**src/rtl/dynamic_display_scanner_pkg.sv**
```systemverilog
// Shared types and constants for the 4-digit 7-segment display scanner.
// Provides the data path typedefs, the default slot/blanking counts, the
// digit byte positions inside the 32-bit input word, the slot phase enum
// and two small decode helpers.
package dynamic_display_scanner_pkg;

  localparam int DD_IN_WIDTH   = 32;
  localparam int DD_OUT_WIDTH  = 8;
  localparam int DD_GATE_WIDTH = 4;
  localparam int COUNT_WIDTH   = 28;
  localparam int DD_DIGIT_NUM  = 4;

  typedef logic [DD_IN_WIDTH-1:0]   DD_InPath;
  typedef logic [DD_OUT_WIDTH-1:0]  DD_OutPath;
  typedef logic [DD_GATE_WIDTH-1:0] DD_GatePath;
  typedef logic [COUNT_WIDTH-1:0]   CountPath;
  typedef logic [1:0]               DigitIdx;

  localparam CountPath DEF_COUNT      = 28'h3000;
  localparam CountPath DD_BLANK_COUNT = 28'd16;

  localparam int LED_0_POS = 24;
  localparam int LED_1_POS = 16;
  localparam int LED_2_POS = 8;
  localparam int LED_3_POS = 0;

  typedef enum logic {
    PH_BLANK,
    PH_SHOW
  } slot_phase_t;

  // Segment byte belonging to digit idx (digit0 sits in the top byte).
  function automatic DD_OutPath digit_byte(input DD_InPath frame, input DigitIdx idx);
    case (idx)
      2'd0:    return frame[LED_0_POS +: DD_OUT_WIDTH];
      2'd1:    return frame[LED_1_POS +: DD_OUT_WIDTH];
      2'd2:    return frame[LED_2_POS +: DD_OUT_WIDTH];
      default: return frame[LED_3_POS +: DD_OUT_WIDTH];
    endcase
  endfunction

  // Active-high one-hot gate for digit idx.
  function automatic DD_GatePath digit_gate(input DigitIdx idx);
    return DD_GatePath'(1) << idx;
  endfunction

endpackage

```
**src/rtl/dynamic_display_scanner_if.sv**
```systemverilog
// Bus between the IO register block and the display scanner.
//   enable     : scan enable (upstream -> scanner)
//   ddIn       : four raw segment bytes (upstream -> scanner)
//   segOut     : segment drive for the gated digit (scanner -> pins)
//   gateOut    : one-hot digit gate (scanner -> pins)
//   frameStart : one-cycle pulse after ddIn was captured (scanner -> upstream)
// master = upstream/pin side, slave = the scanner.
interface dynamic_display_scanner_if;
  import dynamic_display_scanner_pkg::*;

  logic       enable;
  DD_InPath   ddIn;
  DD_OutPath  segOut;
  DD_GatePath gateOut;
  logic       frameStart;

  modport master (
    output enable, ddIn,
    input  segOut, gateOut, frameStart
  );

  modport slave (
    input  enable, ddIn,
    output segOut, gateOut, frameStart
  );

endinterface

```
**src/rtl/dynamic_display_scanner_slot_timer.sv**
```systemverilog
// Slot timer for the display scanner: owns the in-slot counter, the digit
// index and the BLANK/SHOW phase.
//   clk, rst  : clock, asynchronous active-high reset
//   enable    : low forces the scan back to digit 0, slot start
//   idx       : current digit
//   slotShow  : current cycle is in the SHOW phase of the slot
//   captureEn : this cycle is a frame capture cycle
module dd_slot_timer
  import dynamic_display_scanner_pkg::*;
#(
  parameter CountPath DWELL_CYCLES = DEF_COUNT,
  parameter CountPath BLANK_CYCLES = DD_BLANK_COUNT
) (
  input  logic    clk,
  input  logic    rst,
  input  logic    enable,
  output DigitIdx idx,
  output logic    slotShow,
  output logic    captureEn
);

  CountPath    cnt;
  slot_phase_t phase;

  // Phase is tracked as a register alongside cnt; BLANK_CYCLES >= 1 means
  // cnt == 0 is always BLANK, so re-entering BLANK at slot end is exact.
  always_ff @(posedge clk or posedge rst) begin
    if (rst) begin
      cnt   <= '0;
      idx   <= '0;
      phase <= PH_BLANK;
    end else if (!enable) begin
      cnt   <= '0;
      idx   <= '0;
      phase <= PH_BLANK;
    end else if (cnt == DWELL_CYCLES - CountPath'(1)) begin
      cnt   <= '0;
      idx   <= idx + 2'd1;
      phase <= PH_BLANK;
    end else begin
      cnt <= cnt + CountPath'(1);
      if (cnt + CountPath'(1) == BLANK_CYCLES) begin
        phase <= PH_SHOW;
      end
    end
  end

  assign slotShow  = (phase == PH_SHOW);
  assign captureEn = enable && (idx == '0) && (cnt == '0);

endmodule

```
**src/rtl/dynamic_display_scanner.sv**
```systemverilog
// Time-multiplexing driver for a 4-digit 7-segment display. Latches the
// 32-bit segment word once per frame and scans the digits one slot at a
// time, with a blanking gap at the start of every slot.
//   clk, rst : clock, asynchronous active-high reset
//   bus      : slave side of dynamic_display_scanner_if (enable, ddIn in;
//              segOut, gateOut, frameStart out, all registered)
// ACTIVE_LOW selects inverted pin polarity (inactive = all ones).
module dynamic_display_scanner
  import dynamic_display_scanner_pkg::*;
#(
  parameter CountPath DWELL_CYCLES = DEF_COUNT,
  parameter CountPath BLANK_CYCLES = DD_BLANK_COUNT,
  parameter logic     ACTIVE_LOW   = 1'b1
) (
  input logic clk,
  input logic rst,
  dynamic_display_scanner_if.slave bus
);

  localparam DD_OutPath  SEG_POL  = ACTIVE_LOW ? '1 : '0;
  localparam DD_GatePath GATE_POL = ACTIVE_LOW ? '1 : '0;

  generate
    if (BLANK_CYCLES == '0) begin : g_blank_too_small
      $error("BLANK_CYCLES must be at least 1");
    end
    if (BLANK_CYCLES >= DWELL_CYCLES) begin : g_blank_too_large
      $error("BLANK_CYCLES must be less than DWELL_CYCLES");
    end
  endgenerate

  DigitIdx    idx;
  logic       slotShow;
  logic       captureEn;
  DD_InPath   frame;
  DD_OutPath  seg_next;
  DD_GatePath gate_next;

  dd_slot_timer #(
    .DWELL_CYCLES(DWELL_CYCLES),
    .BLANK_CYCLES(BLANK_CYCLES)
  ) u_timer (
    .clk      (clk),
    .rst      (rst),
    .enable   (bus.enable),
    .idx      (idx),
    .slotShow (slotShow),
    .captureEn(captureEn)
  );

  // enable gates the decode so the pins blank on the very next edge, even
  // though the timer state only returns to slot start on that same edge.
  always_comb begin
    seg_next  = '0;
    gate_next = '0;
    if (bus.enable && slotShow) begin
      seg_next  = digit_byte(frame, idx);
      gate_next = digit_gate(idx);
    end
  end

  always_ff @(posedge clk or posedge rst) begin
    if (rst) begin
      frame          <= '0;
      bus.frameStart <= 1'b0;
      bus.segOut     <= SEG_POL;
      bus.gateOut    <= GATE_POL;
    end else begin
      bus.frameStart <= captureEn;
      if (captureEn) begin
        frame <= bus.ddIn;
      end
      bus.segOut  <= seg_next ^ SEG_POL;
      bus.gateOut <= gate_next ^ GATE_POL;
    end
  end

endmodule

```
**src/flat_wrapper.sv**
```systemverilog
// flat-port wrapper written by rule: the top's interface ports become plain ports
module dynamic_display_scanner_flat import dynamic_display_scanner_pkg::*;
#(
  parameter CountPath DWELL_CYCLES = DEF_COUNT,
  parameter CountPath BLANK_CYCLES = DD_BLANK_COUNT,
  parameter logic     ACTIVE_LOW   = 1'b1
)
  (clk, rst, bus_enable, bus_ddIn, bus_segOut, bus_gateOut, bus_frameStart);
  dynamic_display_scanner_if bus_i ();
  input logic clk;
  input logic rst;
  input wire logic [$bits(bus_i.enable)-1:0] bus_enable;
  input wire logic [$bits(bus_i.ddIn)-1:0] bus_ddIn;
  output wire logic [$bits(bus_i.segOut)-1:0] bus_segOut;
  output wire logic [$bits(bus_i.gateOut)-1:0] bus_gateOut;
  output wire logic [$bits(bus_i.frameStart)-1:0] bus_frameStart;
  assign bus_i.enable = bus_enable;
  assign bus_i.ddIn = bus_ddIn;
  assign bus_segOut = bus_i.segOut;
  assign bus_gateOut = bus_i.gateOut;
  assign bus_frameStart = bus_i.frameStart;
  dynamic_display_scanner #(.DWELL_CYCLES(DWELL_CYCLES), .BLANK_CYCLES(BLANK_CYCLES), .ACTIVE_LOW(ACTIVE_LOW)) u_core (.clk(clk), .rst(rst), .bus(bus_i));
endmodule
```
**config.mk**
```make
export PLATFORM = sky130hd
export DESIGN_NAME = dynamic_display_scanner_flat
export DESIGN_NICKNAME = d
export VERILOG_FILES = /design/src/rtl/dynamic_display_scanner_pkg.sv /design/src/rtl/dynamic_display_scanner_if.sv /design/src/rtl/dynamic_display_scanner_slot_timer.sv /design/src/rtl/dynamic_display_scanner.sv /design/src/flat_wrapper.sv
export SDC_FILE = /design/constraint.sdc
export NUM_CORES = 1
export LEC_CHECK = 0
export CAP_MARGIN = 20
export CORE_UTILIZATION = 45
export DETAILED_ROUTE_END_ITERATION = 8
export GPL_TIMING_DRIVEN = 1
export PLACE_DENSITY = 0.69
export RECOVER_POWER = 100
export REMOVE_ABC_BUFFERS = 1
export SLEW_MARGIN = 20
export SYNTH_ARGS = -nofsm -noshare
export SYNTH_HDL_FRONTEND = slang
export SYNTH_HIERARCHICAL = 1
export SYNTH_SLANG_ARGS = --single-unit
```
**constraint.sdc**
```tcl
create_clock -name clk -period 2.2 [get_ports clk]
set_input_delay 0.22 -clock clk [delete_from_list [all_inputs] [get_ports clk]]
set_output_delay 0.22 -clock clk [all_outputs]
set_load 0.01 [all_outputs]
```
Word-level counts from Yosys, hierarchy flattened
Cells that the tools add are included.
- add/sub/neg operators: 2
- multipliers: 0
- div/mod/pow operators: 0
- $lt $le $gt $ge: 0
- equality and inequality tests: 6
- shifts and indexed selects: 1
- mux-type cells: 10
- bitwise operators: 2
- reductions and logical operators: 5
- operators with widths (cell ; count):
    28-bit 2-to-1 mux ; 2
    28-bit by 1-bit adder with 28-bit output (second input constant) ; 1
    28-bit by 14-bit == test with 1-bit output (second input constant) ; 1
    28-bit by 5-bit == test with 1-bit output (second input constant) ; 1
    28-bit logical NOT ; 1
    8-bit case mux with 3 select lines ; 1
    8-bit 2-to-1 mux ; 1
    8-bit NOT ; 1
    2-bit 2-to-1 mux ; 2
    4-bit 2-to-1 mux ; 1
    4-bit NOT ; 1
    1-bit by 2-bit left shift with 4-bit output (first input constant) ; 1
    1-bit logical AND ; 3
    1-bit 2-to-1 mux ; 3
    3-bit by 1-bit != test with 1-bit output (second input constant) ; 1
    2-bit by 1-bit adder with 2-bit output (second input constant) ; 1
    2-bit by 1-bit == test with 1-bit output (second input constant) ; 1
    2-bit == test (second input constant) ; 1
    2-bit logical NOT ; 1
    2-bit by 1-bit != test with 1-bit output (second input constant) ; 1
- bits in registers: 76
- latch bits: 0
- bits in writable memories: 0
- memory bits (read-only): 0
- bits of input ports: 35
- output and inout port bits: 13
- word-level logic and storage cells: 33
- memories kept: 0

Depth between registers and ports, before layout
Gate-level depths: netlist of run 1.
- depth after elaboration: 5
- mapped depth: 9
- gate-level depth less buffers: 8

Cells and area by module
The synthesis of run 1 kept the hierarchy.
- modules (own cells, without submodules) (module ; instances ; cells each ; area each (um^2) ; seq. area each (um^2)):
    dd_slot_timer ; 1 ; 231 ; 2058.2 ; 775.7
    dynamic_display_scanner ; 1 ; 114 ; 1995.7 ; 1141.1

Least setup slack after synthesis of run 1
Ideal clock, no wire load.
- path kind: register to register
- from: register u_core.u_timer.cnt[0]
- to: register u_core.frame[0]
- setup time: 0.125 ns
- arrival: 2.098 ns
- required time: 2.075 ns
- setup slack: -0.023 ns
- cell stages (with the launch flop): 9
- path buffers: 2
- clock period less this slack: 2.223 ns
- cells stage by stage: dfrtp_1 > inv_1 > ha_1 > or4b_2 > nor3_1 > and4_1 > buf_6 > buf_12 > mux2_4
- longest elaborated chain between the ends: 2
- RTL lines (element ; line ; source):
    start, declared ; dynamic_display_scanner_slot_timer.sv:22 ; CountPath cnt;
    start signal, assigned ; dynamic_display_scanner_slot_timer.sv:41 ; cnt <= cnt + CountPath'(1);
    28-bit logical NOT ; dynamic_display_scanner_slot_timer.sv:49 ; assign captureEn = enable && (idx == '0) && (cnt == '0);
    1-bit logical AND ; dynamic_display_scanner_slot_timer.sv:49 ;
    net u_core.captureEn ; dynamic_display_scanner.sv:34 ; logic captureEn;
    end signal, assigned ; dynamic_display_scanner.sv:71 ; frame <= bus.ddIn;
    end, declared ; dynamic_display_scanner.sv:35 ; DD_InPath frame;
The timed path passes the listed nets, and every way through them passes these cells.
A chain may end at the register's enable or synchronous reset.

Worst setup path after layout of run 1
- from: register u_core.u_timer.cnt[1]
- to: register u_core.frame[31]
The elaborated chain is that of the path after synthesis.

==> flow_metrics.py, run 1 <==
metrics = {
    "global_route": {
        "grt.total_usage_pct": 18.83,
        "grt_pass1_wl_um": 14150,
        "grt-ovfl-total": 0,
        "grt_max_degree": 46,
        "grt_pass1_vias": 2891,
        "antenna_found_initial": 0,
    },
    "sta": {
        "slew_violations": 0,
        "min_period_ns": 2.222,
        "setup_violations": 27,
        "max_slew.worst_pin.slew_ns": 1.382,
        "worst_slack_ns": -0.02151,
        "slew_headroom_pct": 7.893,
        "hold_violations": 0,
        "timing.fmax_mhz": 450.1,
        "period_share_pct": 101.0,
        "fin_worst_skew_ns": 0.007021,
        "rsz0062_at_grt": "true",
    },
    "critical_path": {
        "crit_end": "u_core/frame[31]",
        "cp.arrival_ns": 2.47,
        "path_class": "reg -> reg",
        "path_max_fanout": 16,
        "reg2regPathDepth": 7,
        "timing.rr.end": "u_core/frame[31]",
        "worstPathRequired_ns": 2.44,
        "startpoint_type": "flip-flop",
        "worstSetupStartpoint": "u_core/u_timer/cnt[1]",
        "r2r-start": "u_core/u_timer/cnt[1]",
        "r2r_slack_ns": -0.02,
        "critPathCaptureType": "flip-flop",
    },
    "logic_synthesis": {
        "synth_ff_type": "dfrtp_1",
        "synth_top_cell_area_share_pct": 39.51,
        "ys_seq_elements": 76,
        "netlist_instances": 345,
        "synth.top_cells.by_count": "64 x dfrtp_1, 37 x nor2_1, 30 x mux2_4",
        "synth-edff-count": 0,
        "yosysWarnings": 6,
        "ys_types": 51,
        "yosys-top-cells-area": "dfrtp_1 40%, mux2_4 11%, dfstp_2 7.8%",
        "avgSynthCellArea_um2": 11.75,
        "synth.most_common_cell": "dfrtp_1",
        "synthArstFlopShare_pct": 100.0,
        "synth_area_mm2": 0.004054,
        "yosysSeqAreaShare_pct": 47.28,
        "yosysTopAreaCell": "dfrtp_1",
    },
    "floorplan": {
        "coreArea_mm2": 0.008721,
        "rows": 34,
        "dieArea_mm2": 0.009393,
        "start_util_pct": 46.48,
        "ioPinCount": 48,
        "die_x_um": 96.92,
        "die_y_um": 96.92,
    },
    "outcome": {
        "status": "complete, but fails checks",
        "failed_checks": "setup timing",
    },
    "place": {
        "place_congestion": 0.8711,
        "place.port_buffers": 47,
        "hpwl_um": 5773,
        "place_area_mm2": 0.004776,
        "pre_cts_ws_ns": -0.08988,
    },
    "layout": {
        "fin_nets": 461,
        "drive_above_1_share_pct": 26.00,
        "multi_input_area_mm2": 0.001943,
        "fillCellCount": 713,
        "n_antenna_cell": 0,
        "regArea_mm2": 0.001917,
        "syn_to_final_growth_pct": 23.36,
        "stdcell_area_mm2": 0.005001,
    },
    "clock_tree": {
        "cts_root_buffer": "clkbuf_8",
        "clkLatencyLatePin_ns": 0.35,
        "ctsHtreeMaxLevel": 3,
        "cts.sinks": 76,
        "cts_hold_buf": 0,
        "clockBufferDepth": 2,
        "clk_pin_slew_ns": 0.09,
        "cts_tree": "yes",
        "cts_buffers": 9,
    },
    "power": {
        "power.leakage_uw": 0.002115,
        "vdd_drop_max_mv": 0.2824,
        "powerDensity_mw_per_mm2": 632.4,
    },
    "routing": {
        "drc": 0,
        "ant_nets": 0,
        "routedWlPerCell_um": 15.43,
        "finalWirelength_um": 8257,
        "drt_pre_antenna_iters": 4,
        "drt_iter0_drc": 146,
        "viasPerCell": 5.269,
        "vias": 2819,
    },
    "worst_hold_path": {
        "worst_hold_path_type": "in -> reg",
    },
    "job": {
        "cap_violations": 0,
    },
}
## metal layers
metal / GRT usage, % / share of wire (%) / routed length [um]
met1: 26.40 / 48 / 3970
met2: 28.39 / 46 / 3800
met3: 5.491 / 5.0 / 410
met4: 5.396 / 0.91 / 75
met5: 0 / 0 / 0
## cell families (layout without fill, tap and decap cells)
logic type / Yosys count / after routing / synth area share [%]
simple gates: 129 / 129 / 18.67
flops: 76 / 76 / 47.28
mux: 51 / 51 / 16.36
xor+xnor: 30 / 30 / 6.481
buf+inv: 29 / 111 / 5.370
compound gates: 26 / 26 / 4.599
fa+ha+maj: 4 / 4 / 1.235
## registers in the layout, summed over array words and instances (netlist names)
name and count:
u_core/u_timer/slotShow 1, u_core/u_timer/cnt 28, u_core/frame 32, u_core/u_timer/idx 2, u_core/bus.segOut 8, u_core/bus.gateOut 4
u_core/bus.frameStart 1
## worst min-delay path by stage
stage,startpoint,endpoint,slack [ns],cells past startpoint
2_1_floorplan,bus_enable,u_core/bus.gateOut[3],0.31,1
3_3_place_gp,u_core/frame[12],u_core/frame[12],0.49,1
3_5_place_dp,u_core/frame[8],u_core/frame[8],0.49,1
4_1_cts,rst,u_core/u_timer/cnt[24],0.30,3
5_1_grt,bus_ddIn[7],u_core/frame[7],0.45,2
6_report,bus_ddIn[7],u_core/frame[7],0.47,2
## layout by cell type (no fill, tap or decap), drive strengths merged, types with 3 or more instances in the layout
master / synthesis / final
nand3b: 3 / 3
o22a: 8 / 8
nor3: 7 / 7
inv: 8 / 10
clkinv: 0 / 3
nor2: 37 / 37
nand4: 13 / 13
o21ai: 5 / 5
mux2i: 19 / 19
xnor2: 19 / 19
nor4: 6 / 6
dlygate4sd3: 0 / 14
dfrtp: 64 / 64
and2: 6 / 6
xor2: 11 / 11
nand2: 11 / 11
buf: 19 / 37
nor2b: 3 / 3
mux2: 32 / 32
and3: 10 / 10
nand3: 19 / 19
a31oi: 3 / 3
clkbuf: 2 / 12
and4: 3 / 3
ha: 4 / 4
dfstp: 12 / 12
clkdlybuf4s50: 0 / 33
## power breakdown
part / switching [uW] / internal, uW / total [uW]
Combinational: 173 / 345 / 518
Clock: 568 / 425 / 993
Sequential: 92.1 / 1560 / 1650
## final cells by class
class                      count  share of cell area (%)
multi-input combinational    240                   38.85
clock buffer                   9                   2.477
tap                          108                   2.702
timing repair buffer          87                   15.89
clock inverter                 7                   1.151
inverter                       8                  0.6004
sequential                    76                   38.33
## critical path, stage by stage (launching register included)
cell and delay [ns]:
dfrtp_1 0.39, inv_1 0.06, ha_1 0.13, or4b_2 0.60, nor3_2 0.12, and4_4 0.30
buf_12 0.18, mux2_4 0.31
## per-stage QoR
stage | TNS, ns | total power, uW | util, % | std cells | hold slack (ns)
finish | -0.3007 | 3162 | 57.35 | 535 | 0.4737
global route | -3.035 | 3322 | 57.35 | 535 | 0.4502
CTS | -1.141 | 3211 | 57.14 | 533 | 0.2982
detailed placement | -2.065 | 2191 | 54.76 | 516 | 0.4933
global placement | -2.336 | 2169 | 54.76 | 516 | 0.4912
floorplan | -28.54 | 2015 | - | 324 | 0.3135
## repair_timing
| action | in CTS | in global routing |
|---|---|---|
| buffers inserted | 1 | 2 |
| hold endpoints to repair | 0 | 0 |
| pin swaps | 2 | 3 |
| gates resized for setup | 4 | 4 |
| endpoints found under the setup margin | 32 | 32 |
(Power assumes the default switching activity.)
==> run 2: changes to the inputs <==
HOLD_SLACK_MARGIN = 0.08   (was not set)
SLEW_MARGIN = not set   (was 20)
==> results of run 2 <==
The final DEF is identical to that of run 1; final timing and power are the same.
==> run 3: changes to the inputs <==
clock period = 1.8 ns   (was 2.2 ns; I/O delays follow)
==> run 3 against run 2 <==
  * The run still ends with setup timing left
  * Power increased by 25%
  * Critical endpoint is now u_core/frame[22]
  * Die area unchanged
  * Sequential power increased by 22%
  * Flip-flop and latch count unchanged
  * Largest cell class unchanged
  * Maximum frequency increased by 0.57%
  * Count of clock-buffer cells in the layout unchanged
  * Critical path type unchanged
  * Non-clock buffer count increased by 35
  * Clock power increased by 25%
  * Critical path depth decreased by 1
==> flow_metrics.py, run 3 (synthesized netlist as in run 1, its figures left out) <==
metrics = {
    "sta": {
        "slew_headroom_pct": 29.14,
        "worst_slack_ns": -0.4089,
        "rsz0062_at_grt": "true",
        "timing.fmax_mhz": 452.7,
        "slew_violations": 0,
        "max_slew.worst_pin.slew_ns": 1.063,
        "hold_violations": 0,
        "setup_violations": 63,
        "min_period_ns": 2.209,
        "period_share_pct": 122.7,
        "fin_worst_skew_ns": 0.01125,
    },
    "routing": {
        "viasPerCell": 5.319,
        "ant_nets": 0,
        "routedWlPerCell_um": 16.25,
        "drt_iter0_drc": 164,
        "vias": 3032,
        "drt_pre_antenna_iters": 5,
        "finalWirelength_um": 9264,
        "drc": 0,
    },
    "power": {
        "combPwrFrac_pct": 17.7,
        "totalPowerFinal_uw": 3954,
        "vdd_drop_max_mv": 0.3813,
        "power_switching_uw": 1063,
        "p_sw_share_pct": 26.88,
        "powerDensity_mw_per_mm2": 718.6,
        "internal_power_uw": 2891,
        "clock_power_share_pct": 31.3,
        "power_frac_seq_pct": 51.0,
        "power.leakage_uw": 0.002298,
    },
    "place": {
        "place_area_mm2": 0.004991,
        "place.port_buffers": 47,
        "hpwl_um": 6149,
        "place_congestion": 0.7972,
    },
    "layout": {
        "largest_register_ffs": 32,
        "regMostFlops": "u_core/frame",
        "drive_above_1_share_pct": 38.74,
        "stdcell_area_mm2": 0.005502,
        "layout_commonest_cell": "dfrtp_1",
        "syn_to_final_growth_pct": 35.71,
        "final_core_util_pct": 63.08,
        "reg.largest.list": "u_core/frame x32, u_core/u_timer/cnt x28, u_core/bus.segOut x8",
        "fin_nets": 496,
        "layout_common_cells": "63 x dfrtp_1, 59 x buf_4, 33 x clkdlybuf4s50_1",
        "fillCellCount": 668,
        "multi_input_area_mm2": 0.002116,
        "n_antenna_cell": 0,
        "regArea_mm2": 0.001918,
    },
    "outcome": {
        "failed_checks": "setup timing",
        "status": "complete, but fails checks",
    },
    "global_route": {
        "grt_max_degree": 46,
        "grt.total_usage_pct": 20.68,
        "grt_pass1_vias": 3072,
        "antenna_found_initial": 0,
        "grt-ovfl-total": 0,
        "grt_pass1_wl_um": 15400,
    },
    "job": {
        "cap_violations": 0,
    },
    "clock_tree": {
        "clkLatencyLatePin_ns": 0.36,
        "cts_root_buffer": "clkbuf_8",
        "cts_buffers": 9,
        "cts_tree": "yes",
        "clk_pin_slew_ns": 0.09,
        "cts_hold_buf": 0,
        "clockBufferDepth": 2,
        "cts.sinks": 76,
        "ctsHtreeMaxLevel": 3,
    },
    "floorplan": {
        "die_y_um": 96.92,
        "rows": 34,
        "start_util_pct": 46.48,
        "coreArea_mm2": 0.008721,
        "die_x_um": 96.92,
        "dieArea_mm2": 0.009393,
        "ioPinCount": 48,
    },
    "worst_hold_path": {
        "worst_hold_path_type": "in -> reg",
    },
    "critical_path": {
        "worstPathRequired_ns": 2.04,
        "path_class": "reg -> reg",
        "path_max_fanout": 11,
        "critPathCaptureType": "flip-flop",
        "cp.arrival_ns": 2.45,
        "startpoint_type": "flip-flop",
    },
}
## run 3: cell count changes in the layout (fill, tap and decap cells not counted), moves of 2 or more
| cell | delta |
|---|---|
| and3_1 | -2 |
| and3_4 | +2 |
| buf_4 | +26 |
| buf_6 | +3 |
| buf_8 | +3 |
| nor2_1 | -23 |
| nor2_2 | +12 |
| nor2_4 | +11 |
## run 3: timing repair
action	in CTS	in global routing
gates cloned	3	0
endpoints found under the setup margin	62	62
pin swaps	29	8
resized for setup	44	26
setup buffers	8	3
## run 3: cell type report
| type | instances | area share (%) |
|---|---|---|
| tap | 108 | 2.456 |
| sequential | 76 | 34.86 |
| clock buffer | 9 | 2.252 |
| multi-input combinational | 240 | 38.46 |
| timing repair buffer | 122 | 20.38 |
| inverter | 8 | 0.5458 |
| clock inverter | 7 | 1.046 |
## run 3: final timing paths
kind	slack (ns)	startpoint	endpoint	cells after the start
worst max-delay path	-0.41	u_core/u_timer/cnt[16]	u_core/frame[22]	6
worst min-delay path	0.43	bus_ddIn[25]	u_core/frame[25]	2
worst max register to register	-0.41	u_core/u_timer/cnt[16]	u_core/frame[22]	6
worst min register to register	0.52	u_core/frame[28]	u_core/frame[28]	1
max in group asynchronous	0.52	rst	u_core/frame[13]	3
min in group asynchronous	0.53	rst	u_core/u_timer/cnt[20]	3
## run 3: stage by stage
step	cells	hold WS [ns]	worst slack (ns)	TNS, ns
6_report	570	0.4291	-0.4089	-18.88
5_1_grt	570	0.4265	-0.5019	-24.50
4_1_cts	570	0.2076	-0.4290	-18.56
3_5_place_dp	543	0.4936	-0.5082	-20.10
3_3_place_gp	543	0.4906	-0.4538	-17.48
2_1_floorplan	324	0.2735	-1.343	-51.66
## run 3: power by group through the flow
stage | clock (uW) | combinational, uW | sequential (uW)
after floorplan | 0 | 443 | 2020
after global placement | 0 | 618 | 2040
after detailed placement | 0 | 636 | 2050
after CTS | 1260 | 712 | 2020
after global routing | 1340 | 754 | 2040
final | 1240 | 700 | 2020
## run 3: per-layer routing
layer | vias up | GRT usage, % | part of all wire (%)
li1 | 1450 | - | -
met1 | 1488 | 28.92 | 47
met2 | 81 | 32.02 | 47
met3 | 13 | 3.974 | 4.7
met4 | 0 | 7.577 | 1.6
met5 | - | 0 | 0
## run 3: critical path: stages (launching register included)
cell	delay (ns)
dfrtp_1	0.40
or4_1	0.50
nor4_1	0.15
and4_1	0.25
and4_4	0.32
buf_12	0.17
mux2_4	0.30
